File: src/rtl/mmu_pkg.sv
// Shared types and constants for the matrix-multiply unit: default widths,
// the activation feeder state encoding and the partial-sum width helper.
package mmu_pkg;

    localparam int DEF_DATA_WIDTH = 16;
    localparam int DEF_ROWS       = 4;
    localparam int PSUM_WIDTH     = 2 * DEF_DATA_WIDTH;

    typedef enum logic [1:0] {
        IDLE   = 2'd0,
        STREAM = 2'd1,
        DRAIN  = 2'd2,
        DONE   = 2'd3
    } feeder_state_e;

    function automatic int psum_width(input int data_width);
        return 2 * data_width;
    endfunction

endpackage

File: src/rtl/mmu_vec_fifo.sv
// Synchronous vector FIFO with show-ahead read data. A push is refused when
// full even if a pop happens in the same cycle (no bypass).
module mmu_vec_fifo #(
    parameter int WIDTH = 64,
    parameter int DEPTH = 8
) (
    input  logic                       clk,
    input  logic                       rstn,
    input  logic                       i_push,
    input  logic [WIDTH-1:0]           i_wdata,
    input  logic                       i_pop,
    output logic [WIDTH-1:0]           o_rdata,
    output logic                       o_full,
    output logic                       o_empty,
    output logic [$clog2(DEPTH):0]     o_count
);

    localparam int AW = $clog2(DEPTH);

    logic [WIDTH-1:0] r_mem [DEPTH];
    logic [AW-1:0]    r_wr_ptr;
    logic [AW-1:0]    r_rd_ptr;
    logic [AW:0]      r_count;
    logic             w_push;
    logic             w_pop;

    assign o_full  = (r_count == (AW+1)'(DEPTH));
    assign o_empty = (r_count == '0);
    assign o_count = r_count;
    assign o_rdata = r_mem[r_rd_ptr];
    assign w_push  = i_push && !o_full;
    assign w_pop   = i_pop && !o_empty;

    // Pointers wrap naturally because DEPTH is a power of two.
    always_ff @(posedge clk or negedge rstn) begin
        if (!rstn) begin
            r_wr_ptr <= '0;
            r_rd_ptr <= '0;
            r_count  <= '0;
        end else begin
            if (w_push) r_wr_ptr <= r_wr_ptr + 1'b1;
            if (w_pop)  r_rd_ptr <= r_rd_ptr + 1'b1;
            case ({w_push, w_pop})
                2'b10:   r_count <= r_count + 1'b1;
                2'b01:   r_count <= r_count - 1'b1;
                default: r_count <= r_count;
            endcase
        end
    end

    always_ff @(posedge clk) begin
        if (w_push) r_mem[r_wr_ptr] <= i_wdata;
    end

endmodule

File: src/rtl/mmu_act_feeder.sv
// West-edge activation feeder: buffers row-vectors, issues a programmed count
// of them and skews element r by r cycles so partial sums align per column.
module mmu_act_feeder
    import mmu_pkg::*;
#(
    parameter int DATA_WIDTH = DEF_DATA_WIDTH,
    parameter int ROWS       = DEF_ROWS,
    parameter int DEPTH      = 8,
    parameter int CNT_W      = 16
) (
    input  logic                         clk,
    input  logic                         rstn,
    input  logic                         vec_valid,
    output logic                         vec_ready,
    input  logic [ROWS*DATA_WIDTH-1:0]   vec_data,
    input  logic                         start,
    input  logic [CNT_W-1:0]             num_vecs,
    output logic                         busy,
    output logic                         done,
    output logic [ROWS-1:0]              row_en,
    output logic [ROWS*DATA_WIDTH-1:0]   row_data,
    output feeder_state_e                dbg_state,
    output logic [$clog2(DEPTH):0]       dbg_fifo_count
);

    localparam int DRW = (ROWS > 1) ? $clog2(ROWS) : 1;

    feeder_state_e               r_state, w_state_nxt;
    logic [CNT_W-1:0]            r_remaining, w_remaining_nxt;
    logic [DRW-1:0]              r_drain_cnt, w_drain_cnt_nxt;
    logic                        w_full;
    logic                        w_empty;
    logic                        w_pop;
    logic [ROWS*DATA_WIDTH-1:0]  w_head;

    // Upstream handshake: a vector transfers on a cycle where vec_valid and
    // vec_ready are both high; vec_ready depends only on FIFO occupancy.
    mmu_vec_fifo #(
        .WIDTH (ROWS*DATA_WIDTH),
        .DEPTH (DEPTH)
    ) u_fifo (
        .clk     (clk),
        .rstn    (rstn),
        .i_push  (vec_valid),
        .i_wdata (vec_data),
        .i_pop   (w_pop),
        .o_rdata (w_head),
        .o_full  (w_full),
        .o_empty (w_empty),
        .o_count (dbg_fifo_count)
    );

    assign vec_ready = !w_full;
    assign w_pop     = (r_state == STREAM) && !w_empty && (r_remaining != '0);
    assign busy      = (r_state == STREAM) || (r_state == DRAIN);
    assign done      = (r_state == DONE);
    assign dbg_state = r_state;

    always_ff @(posedge clk or negedge rstn) begin
        if (!rstn) begin
            r_state     <= IDLE;
            r_remaining <= '0;
            r_drain_cnt <= '0;
        end else begin
            r_state     <= w_state_nxt;
            r_remaining <= w_remaining_nxt;
            r_drain_cnt <= w_drain_cnt_nxt;
        end
    end

    always_comb begin
        w_state_nxt     = r_state;
        w_remaining_nxt = r_remaining;
        w_drain_cnt_nxt = r_drain_cnt;
        case (r_state)
            IDLE: begin
                if (start) begin
                    if (num_vecs != '0) begin
                        w_remaining_nxt = num_vecs;
                        w_state_nxt     = STREAM;
                    end else begin
                        w_state_nxt     = DONE;
                    end
                end
            end
            STREAM: begin
                if (w_pop) begin
                    w_remaining_nxt = r_remaining - 1'b1;
                    if (r_remaining == CNT_W'(1)) begin
                        if (ROWS == 1) begin
                            w_state_nxt = DONE;
                        end else begin
                            w_state_nxt     = DRAIN;
                            w_drain_cnt_nxt = DRW'(ROWS-1);
                        end
                    end
                end
            end
            DRAIN: begin
                // Holds until the last element reaches the bottom row.
                if (r_drain_cnt == '0) w_state_nxt = DONE;
                else                   w_drain_cnt_nxt = r_drain_cnt - 1'b1;
            end
            DONE:    w_state_nxt = IDLE;
            default: w_state_nxt = IDLE;
        endcase
    end

    // Triangular skew: row r keeps r+1 registers, stage 0 captures the pop.
    for (genvar gr = 0; gr < ROWS; gr++) begin : g_row
        logic [gr:0]           r_en;
        logic [DATA_WIDTH-1:0] r_dat [gr+1];

        always_ff @(posedge clk or negedge rstn) begin
            if (!rstn) begin
                r_en <= '0;
                for (int k = 0; k <= gr; k++) r_dat[k] <= '0;
            end else begin
                r_en[0]  <= w_pop;
                r_dat[0] <= w_pop ? w_head[gr*DATA_WIDTH +: DATA_WIDTH] : '0;
                for (int k = 1; k <= gr; k++) begin
                    r_en[k]  <= r_en[k-1];
                    r_dat[k] <= r_dat[k-1];
                end
            end
        end

        assign row_en[gr]                               = r_en[gr];
        assign row_data[gr*DATA_WIDTH +: DATA_WIDTH]    = r_dat[gr];
    end

endmodule

File: config.mk
export PLATFORM = sky130hd
export DESIGN_NAME = mmu_act_feeder
export DESIGN_NICKNAME = d
export VERILOG_FILES = /design/src/rtl/mmu_pkg.sv /design/src/rtl/mmu_vec_fifo.sv /design/src/rtl/mmu_act_feeder.sv
export SDC_FILE = /design/constraint.sdc
export NUM_CORES = 1
export LEC_CHECK = 0
export ABC_AREA = 1
export BUFFER_PORTS_ARGS = -buffer_cell sky130_fd_sc_hd__buf_4
export CORE_ASPECT_RATIO = 1.2
export CORE_MARGIN = 2
export CORE_UTILIZATION = 54
export DETAILED_ROUTE_END_ITERATION = 10
export GPL_TIMING_DRIVEN = 0
export PLACE_DENSITY = 0.75
export SYNTH_ARGS = -nofsm -noshare
export SYNTH_HDL_FRONTEND = slang
export SYNTH_SLANG_ARGS = --single-unit
File: constraint.sdc
create_clock -name clk -period 4.25 [get_ports clk]
set_clock_uncertainty 0.2 [all_clocks]
set_input_delay 0 -clock clk [delete_from_list [all_inputs] [get_ports clk]]
set_output_delay 0 -clock clk [all_outputs]
set_load 0.02 [all_outputs]
==> results of run 1 <==
## placed cells by master (no fill, tap or decap), types with 8 or more instances in the layout
master,count
o21ai_0,234
clkbuf_1,76
dlygate4sd3_1,171
ha_1,13
clkbuf_16,73
nand3_1,24
dfrtp_1,194
inv_1,33
o221ai_1,128
buf_4,217
nor2_1,356
o21ai_1,37
buf_2,31
clkinv_2,8
nor2_4,10
buf_12,16
clkinv_1,8
nand2_1,211
edfxtp_1,512
## per-layer routing
metal | part of all wire (%) | vias up
li1 | - | 7822
met1 | 37 | 8809
met4 | 3.8 | 2
met2 | 50 | 1035
met3 | 8.7 | 187
met5 | 0.021 | -
## logic make-up (layout without fill, tap and decap cells)
| logic type | count (synthesis) | in the layout |
|---|---|---|
| buf+inv | 197 | 673 |
| simple gates | 619 | 619 |
| xor+xnor | 8 | 8 |
| other cells | 0 | 5 |
| fa+ha+maj | 13 | 13 |
| flops | 706 | 706 |
| compound gates | 406 | 406 |
## report_power, final
part / total, mW / switching (mW) / internal, mW
clock network: 6.12 / 2.58 / 3.54
registers: 9.19 / 0.448 / 8.74
logic: 7.84 / 5.25 / 2.59
total: 23.2 / 8.28 / 14.9
## stage by stage
stage	util, %	instance area (um2)
global route	68.15	32870
detailed placement	59.79	28840
finish	68.16	32870
floorplan	-	26440
CTS	68.13	32860
global placement	58.95	28430
## area by class of cell
class / count / area [um2]
fill: 3238 / 15360
inverter: 37 / 138.9
tap: 630 / 788.3
sequential: 706 / 20230
buffer: 160 / 872.1
multi-input combinational: 1046 / 5250
timing repair buffer: 349 / 3296
clock buffer: 89 / 1921
clock inverter: 38 / 362.8
antenna: 5 / 12.51
## flip-flops by register name, indices dropped and copies added (netlist names)
name             count
u_fifo.r_mem       512
g_row.r_dat        112
row_data            48
r_remaining         16
g_row.r_en           4
u_fifo.o_count       4
u_fifo.r_rd_ptr      3
u_fifo.r_wr_ptr      3
dbg_state            2
r_drain_cnt          2
## worst min-delay path by stage
stage,endpoint
2_1_floorplan,dbg_state[0]
3_3_place_gp,u_fifo.r_mem[5][56]
3_5_place_dp,r_remaining[0]
4_1_cts,u_fifo.r_mem[3][11]
5_1_grt,u_fifo.r_mem[2][1]
6_report,u_fifo.r_mem[3][62]
==> results by group, run 1 <==
Route
  • Avg Vias per Cell: 5.835
  • Final wirelength: around 66000 um
  • DRC violations left: 0
  • Via count: 17860
  • ANT nets after route: 0
  • Routed wire per std cell: 21.70 um
  • Detailed Route Iter0 Violations: 2109
  • DRT Pass-1 Iters: 6

STA
  • Fmax: 0.2853 GHz
  • TNS Setup: 0 ns
  • Setup violators final: 0
  • Worst slew pin tran: 0.7650 ns
  • Final WS setup: between 0.7 and 0.8 ns
  • Final Max Tran Viols: 0
  • RSZ-0062 raised after global routing: no
  • Worst hold margin: roughly 0.019 ns
  • Min Tclk post-route: 3.506 ns
  • Period utilization: 82.49%
  • Slew margin rel.: 48.88%
  • Final hold viol count: 0

Worst setup path
  • Reg2reg setup slack: 0.74 ns
  • Delay-heaviest family, CP: buffers and inverters
  • CP required: 4.57 ns
  • Worst r2r path cells: 12
  • CP Data Arrival Time: 3.83 ns
  • Worst path depth: 12
  • Crit. Startpoint: dbg_state[1]
  • Reg-to-reg startpoint: dbg_state[1]
  • CP most frequent cell: nand2_1
  • Worst path bufs/invs: 7
  • Setup CP Type: flop to flop
  • CP Launch Type: flop
  • Slowest-stage cell, CP: dlygate4sd3_1
  • Crit. End Element: flop
  • Crit-path cells: inv_1 > ha_1 > buf_4 > inv_2 > buf_2 > clkbuf_1 > nand2_1 > nand2_1 > nand2_1 > dlygate4sd3_1 > nand2_1 > dlygate4sd3_1
  • Largest stage delay, worst path: approximately 0.57 ns
  • Critical Path Sink: r_remaining[14]
  • CP max FO: 10
  • RR Endpoint: r_remaining[14]

Yosys
  • Top-count cell post-synth: edfxtp_1
  • Most used DFF post-synth: edfxtp_1
  • Cell variety after synth: 28
  • XOR/XNOR share of the synthesized area: 0.2651%
  • Syn Inst Count: 1949
  • Post-synth EDFFs: slightly above 500
  • Synth Area in Adders: 0.6154%
  • Largest family of logic cells by synthesized area: compound AO/OA/AOI/OAI gates
  • Simple-gate share of the synthesized area: 9.208%
  • Flops & latches, synth: 706
  • Cell taking the most area after synthesis: edfxtp_1
  • Register area share after synthesis: 76.54%
  • Async SR Flop Fraction: 27.48%
  • Compound-Gate Fraction of Synth Area: a little under a tenth
  • YS warnings: 0
  • Avg Inst Size Synth: 13.56 um2
  • Yosys top cell area share: around 58%
  • Main area contributors after synthesis: edfxtp_1 (58%), dfrtp_1 (18%), nor2_1 (5.2%)
  • Mux share of post-synthesis cell area: 0%
  • Top cells by count, synth: edfxtp_1 (512), nor2_1 (364), o21ai_0 (234), nand2_1 (211), dfrtp_1 (194)
  • Post-Syn Area: 26430 um2
  • Post-synthesis net count: 2046

Floorplanning
  • Initial Utilization: between 50% and 60%
  • CORE AREA: 48230 um2
  • I/O Pins: 161
  • Die height: 246.4 um
  • Die ar.: 50740 um2
  • Die X: 206.0 um
  • Row count: roughly 90

Global route
  • Met3 usage: around 4.3%
  • Total congestion overflow: 0
  • Largest net degree at the start of global routing: 114
  • Global route hottest layer: met2
  • Initial antenna violation count: 5
  • Wire length of the first global-routing pass: between 100000 and 150000 um
  • Global Route Usage Sum: 26.56%
  • Vias in the first global route: 18360
  • Global-route track usage on met1: 33.29%
  • GR Util met2: 44.89%

Clock tree
  • Clock sink total: 706
  • TritonCTS buffer count: 69
  • Post-CTS sizing: 0
  • Longest Clk Path Bufs: 3
  • Root Driver: clkbuf_16
  • TritonCTS clock tree: built
  • Post-CTS Setup Inserts: 0
  • Clk Latency, worst-skew pair: 0.61 ns
  • H-tree lvl count: 3
  • CTS clk-pin slew, worst paths: ~0.060 ns
  • Hold buffers post-CTS: 172

Run status
  • Run status: finished clean

Place
  • Port bufs: 160
  • Dpl cells: approximately 2800
  • DP HPWL: 39660 um
  • Pre-CTS WS: 1.009 ns
  • GP Congestion: between 0.8 and 0.9

Final layout
  • Final nets: 2466
  • Area grow syn2layout: 24.37%
  • Layout cells sized above 1: 16.82%
  • Non-Filler Instances: 3060

Power
  • PwrDens: 704.5 nW/um2
  • Power Total: 23.16 mW
  • Peak supply drop: 0.4257 mV
  • Pleak: 12.64 nW

Run
  • Maxcap violations: 0

Worst hold path
  • Hold path start: vec_data[62]
  • Worst hold path depth: 2
  • Worst Hold Class: primary input to flop
No activity file was read; power rests on OpenSTA's default activity.
==> run 2: changes to the inputs <==
==> constraint.sdc (replaced) <==
create_clock -name clk -period 3.2 [get_ports clk]
set_clock_uncertainty 0.2 [all_clocks]
set_input_delay 0 -clock clk [delete_from_list [all_inputs] [get_ports clk]]
set_output_delay 0 -clock clk [all_outputs]
set_load 0.02 [all_outputs]
==> run 2 against run 1 <==
The flow now finishes with violations (negative hold slack). Global-route usage decreased by 0.32 points. Total power up 32%. Combinational power is 31% higher. Critical endpoint is now r_remaining[10]. Highest routed layer unchanged. Flip-flop and latch count unchanged. Setup slack lost 0.57 ns. Via count is 0.68% lower. Cell area grew 0.17%. Largest power group unchanged. Final cell count fell by 0.42%. Sequential power rose by 33%.
==> results by group, run 2 (synthesis gave the netlist of run 1 again) <==
Clock tree
  • TritonCTS buffer count: 69 (unchanged)
  • Clk Latency, worst-skew pair: 0.62 ns (about the same)
  • Longest Clk Path Bufs: 3 (unchanged)
  • TritonCTS clock tree: built
  • H-tree lvl count: 3 (unchanged)
  • CTS clk-pin slew, worst paths: 0.06 ns (about the same)
  • Clock sink total: 706 (unchanged)
  • Root Driver: clkbuf_16

Final layout
  • Area grow syn2layout: 24.58%
  • Area of the multi-input gates: 5270 um2 (+0.38%)
  • Number of flip-flops under the largest register name: 512 (unchanged)
  • Top reg by flops: u_fifo.r_mem
  • Util after Layout: 68.28% (+0.12 points)
  • Layout cells sized above 1: 17.43% (+0.60 points)
  • Reg area: 20230 um2 (unchanged)
  • Fill count: 3243 (+0.15%)
  • Most frequent cells in the layout: edfxtp_1 (512), nor2_1 (356), o21ai_0 (233)
  • Most common cell after layout, fill and taps aside: edfxtp_1
  • Final nets: 2457 (-0.36%)

Floorplanning
  • Row count: 88 (unchanged)
  • Die ar.: 50740 um2 (unchanged)
  • Die X: 206.0 um (unchanged)
  • Die height: 246.4 um (unchanged)
  • I/O Pins: 161 (unchanged)
  • CORE AREA: 48230 um2 (unchanged)
  • Initial Utilization: 54.80% (unchanged)

STA
  • Worst hold margin: -0.001543 ns (-0.02031 ns)
  • Fmax: 0.3308 GHz (+16%)
  • Worst slew pin tran: 0.7423 ns (-0.02268 ns)
  • Final Max Tran Viols: 0 (unchanged)
  • Setup violators final: 0 (unchanged)
  • Final hold viol count: 8 (+8)
  • RSZ-0062 raised after global routing: no
  • TNS Setup: 0 ns (unchanged)
  • Slew margin rel.: 50.51% (+1.6 points)
  • Period utilization: 94.46% (+12 points)
  • Final WS setup: 0.1773 ns (-0.5671 ns)
  • Min Tclk post-route: 3.023 ns (-0.4829 ns)

Global route
  • Total congestion overflow: 0 (unchanged)
  • Wire length of the first global-routing pass: 100100 um (-1.3%)
  • Initial antenna violation count: 2 (-3)
  • Vias in the first global route: 18190 (-0.91%)
  • Global Route Usage Sum: 26.24% (-0.32 points)
  • Largest net degree at the start of global routing: 117 (+2.6%)

Route
  • Final wirelength: 65960 um (-0.67%)
  • Detailed Route Iter0 Violations: 1844 (-13%)
  • DRC violations left: 0 (unchanged)
  • DRT Pass-1 Iters: 6 (unchanged)
  • Avg Vias per Cell: 5.820 (-0.25%)
  • Routed wire per std cell: 21.65 um (-0.24%)
  • ANT nets after route: 0 (unchanged)
  • Via count: 17730 (-0.68%)

Place
  • GP Congestion: 0.8309 (+0.21%)
  • DP HPWL: 40420 um (+1.9%)
  • Port bufs: 160 (unchanged)
  • Pre-CTS WS: -0.03053 ns (-1.040 ns)

Run
  • Maxcap violations: 0 (unchanged)

Power
  • Int Power: 19.73 mW (+33%)
  • Peak supply drop: 0.5930 mV (+39%)
  • Comb pwr share: 33.5% (-0.4 points)
  • Sequential group share of total power: 39.8% (about the same)
  • Pleak: 12.68 nW (+0.35%)
  • Switching pwr: 10.91 mW (+32%)
  • Clk pwr share: 26.7% (+0.3 points)
  • PwrDens: 930.5 nW/um2 (+32%)
  • Power Total: 30.64 mW (+32%)
  • Sw frac: 35.61% (-0.17 points)

Worst hold path
  • Worst Hold Class: primary input to flop

Worst setup path
  • CP Data Arrival Time: 3.36 ns (-0.47 ns)
  • Largest stage delay, worst path: 0.58 ns (about the same)
  • CP max FO: 10 (unchanged)
  • Reg2reg setup slack: 0.18 ns (-0.57 ns)
  • CP required: 3.54 ns (-1.03 ns)
  • Slowest-stage cell, CP: dlygate4sd3_1
  • Setup CP Type: flop to flop
  • Crit. End Element: flop
  • CP Launch Type: flop
  • Crit-path cells: inv_1 > ha_1 > buf_4 > inv_2 > a21oi_4 > a21oi_2 > nor2_4 > nand2_1 > dlygate4sd3_1 > nand2_1 > dlygate4sd3_1

Run status
  • Run status: finished, violations left
  • Failing checks: negative hold slack
-- run 2: changes by cell type in the layout (fill, tap and decap cells not counted), moves of 4 or more --
cell           before  now
buf_12             16   12
buf_16              2   10
clkbuf_8            3   13
clkinv_1            8    4
clkinv_2            8   15
diode_2             5    1
dlygate4sd3_1     171  157
-- run 2: per-stage QoR --
stage	cells	area (um2)
after floorplan	1949	26470
after global placement	2739	28460
after detailed placement	2760	28980
after CTS	3044	32890
after global routing	3047	32930
final	3047	32930
-- run 2: per-layer routing --
| layer | global-route usage, % | share of wire, % | wire length [um] | vias to the layer above |
|---|---|---|---|---|
| li1 | - | - | - | 7793 |
| met5 | 0 | 0.017 | 11 | - |
| met1 | 32.78 | 38 | 24820 | 8789 |
| met2 | 45.32 | 51 | 33750 | 991 |
| met4 | 9.244 | 2.6 | 1720 | 2 |
| met3 | 5.529 | 8.6 | 5660 | 159 |
-- run 2: power by group through the flow --
stage	Combinational, mW	Clock, mW	Sequential [mW]
floorplan	5.83	0	12.4
global placement	9.09	0	12.4
detailed placement	9.68	0	12.4
CTS	10.1	8.25	12.2
global route	11.1	8.65	12.3
finish	10.3	8.17	12.2
-- run 2: layout make-up --
class,instances,share of cell area [%]
well taps,630,2.394
multi-input cells,1046,16.00
diodes,1,0.007600
clock inverters,30,0.7030
inverters,37,0.4218
flip-flops and latches,706,61.44
repair buffers,342,10.08
plain buffers,158,2.610
clock buffers,97,6.346
-- run 2: path summary, 6_finish.rpt --
kind	start	end	depth (start not counted)
hold / removal	vec_data[48]	u_fifo.r_mem[7][48]	2
setup reg to reg	dbg_state[1]	r_remaining[10]	11
setup / recovery	dbg_state[1]	r_remaining[10]	11
max in group asynchronous	rstn	g_row[3].r_dat[48]	4
hold reg to reg	g_row[2].r_dat[41]	g_row[2].r_dat[25]	0
min in group asynchronous	rstn	r_remaining[3]	4
-- run 2: critical path: cells and delay by family (launching register included) --
kind                       cells  cell delay (ns)
AOI/OAI and AO/OA              2             0.34
adders and majority gates      1             0.15
buffers and inverters          5             1.52
DFF                            1             0.44
and+or+nand+nor                3             0.30
-- run 2: what timing repair did --
action                                 in CTS  in global routing
buffers inserted                            0                  3
endpoints found under the hold margin     731                  0
setup endpoints to repair                   2                  3
pin swaps                                   0                  1
hold buffers                              158                  0
gates resized for setup                     0                  5
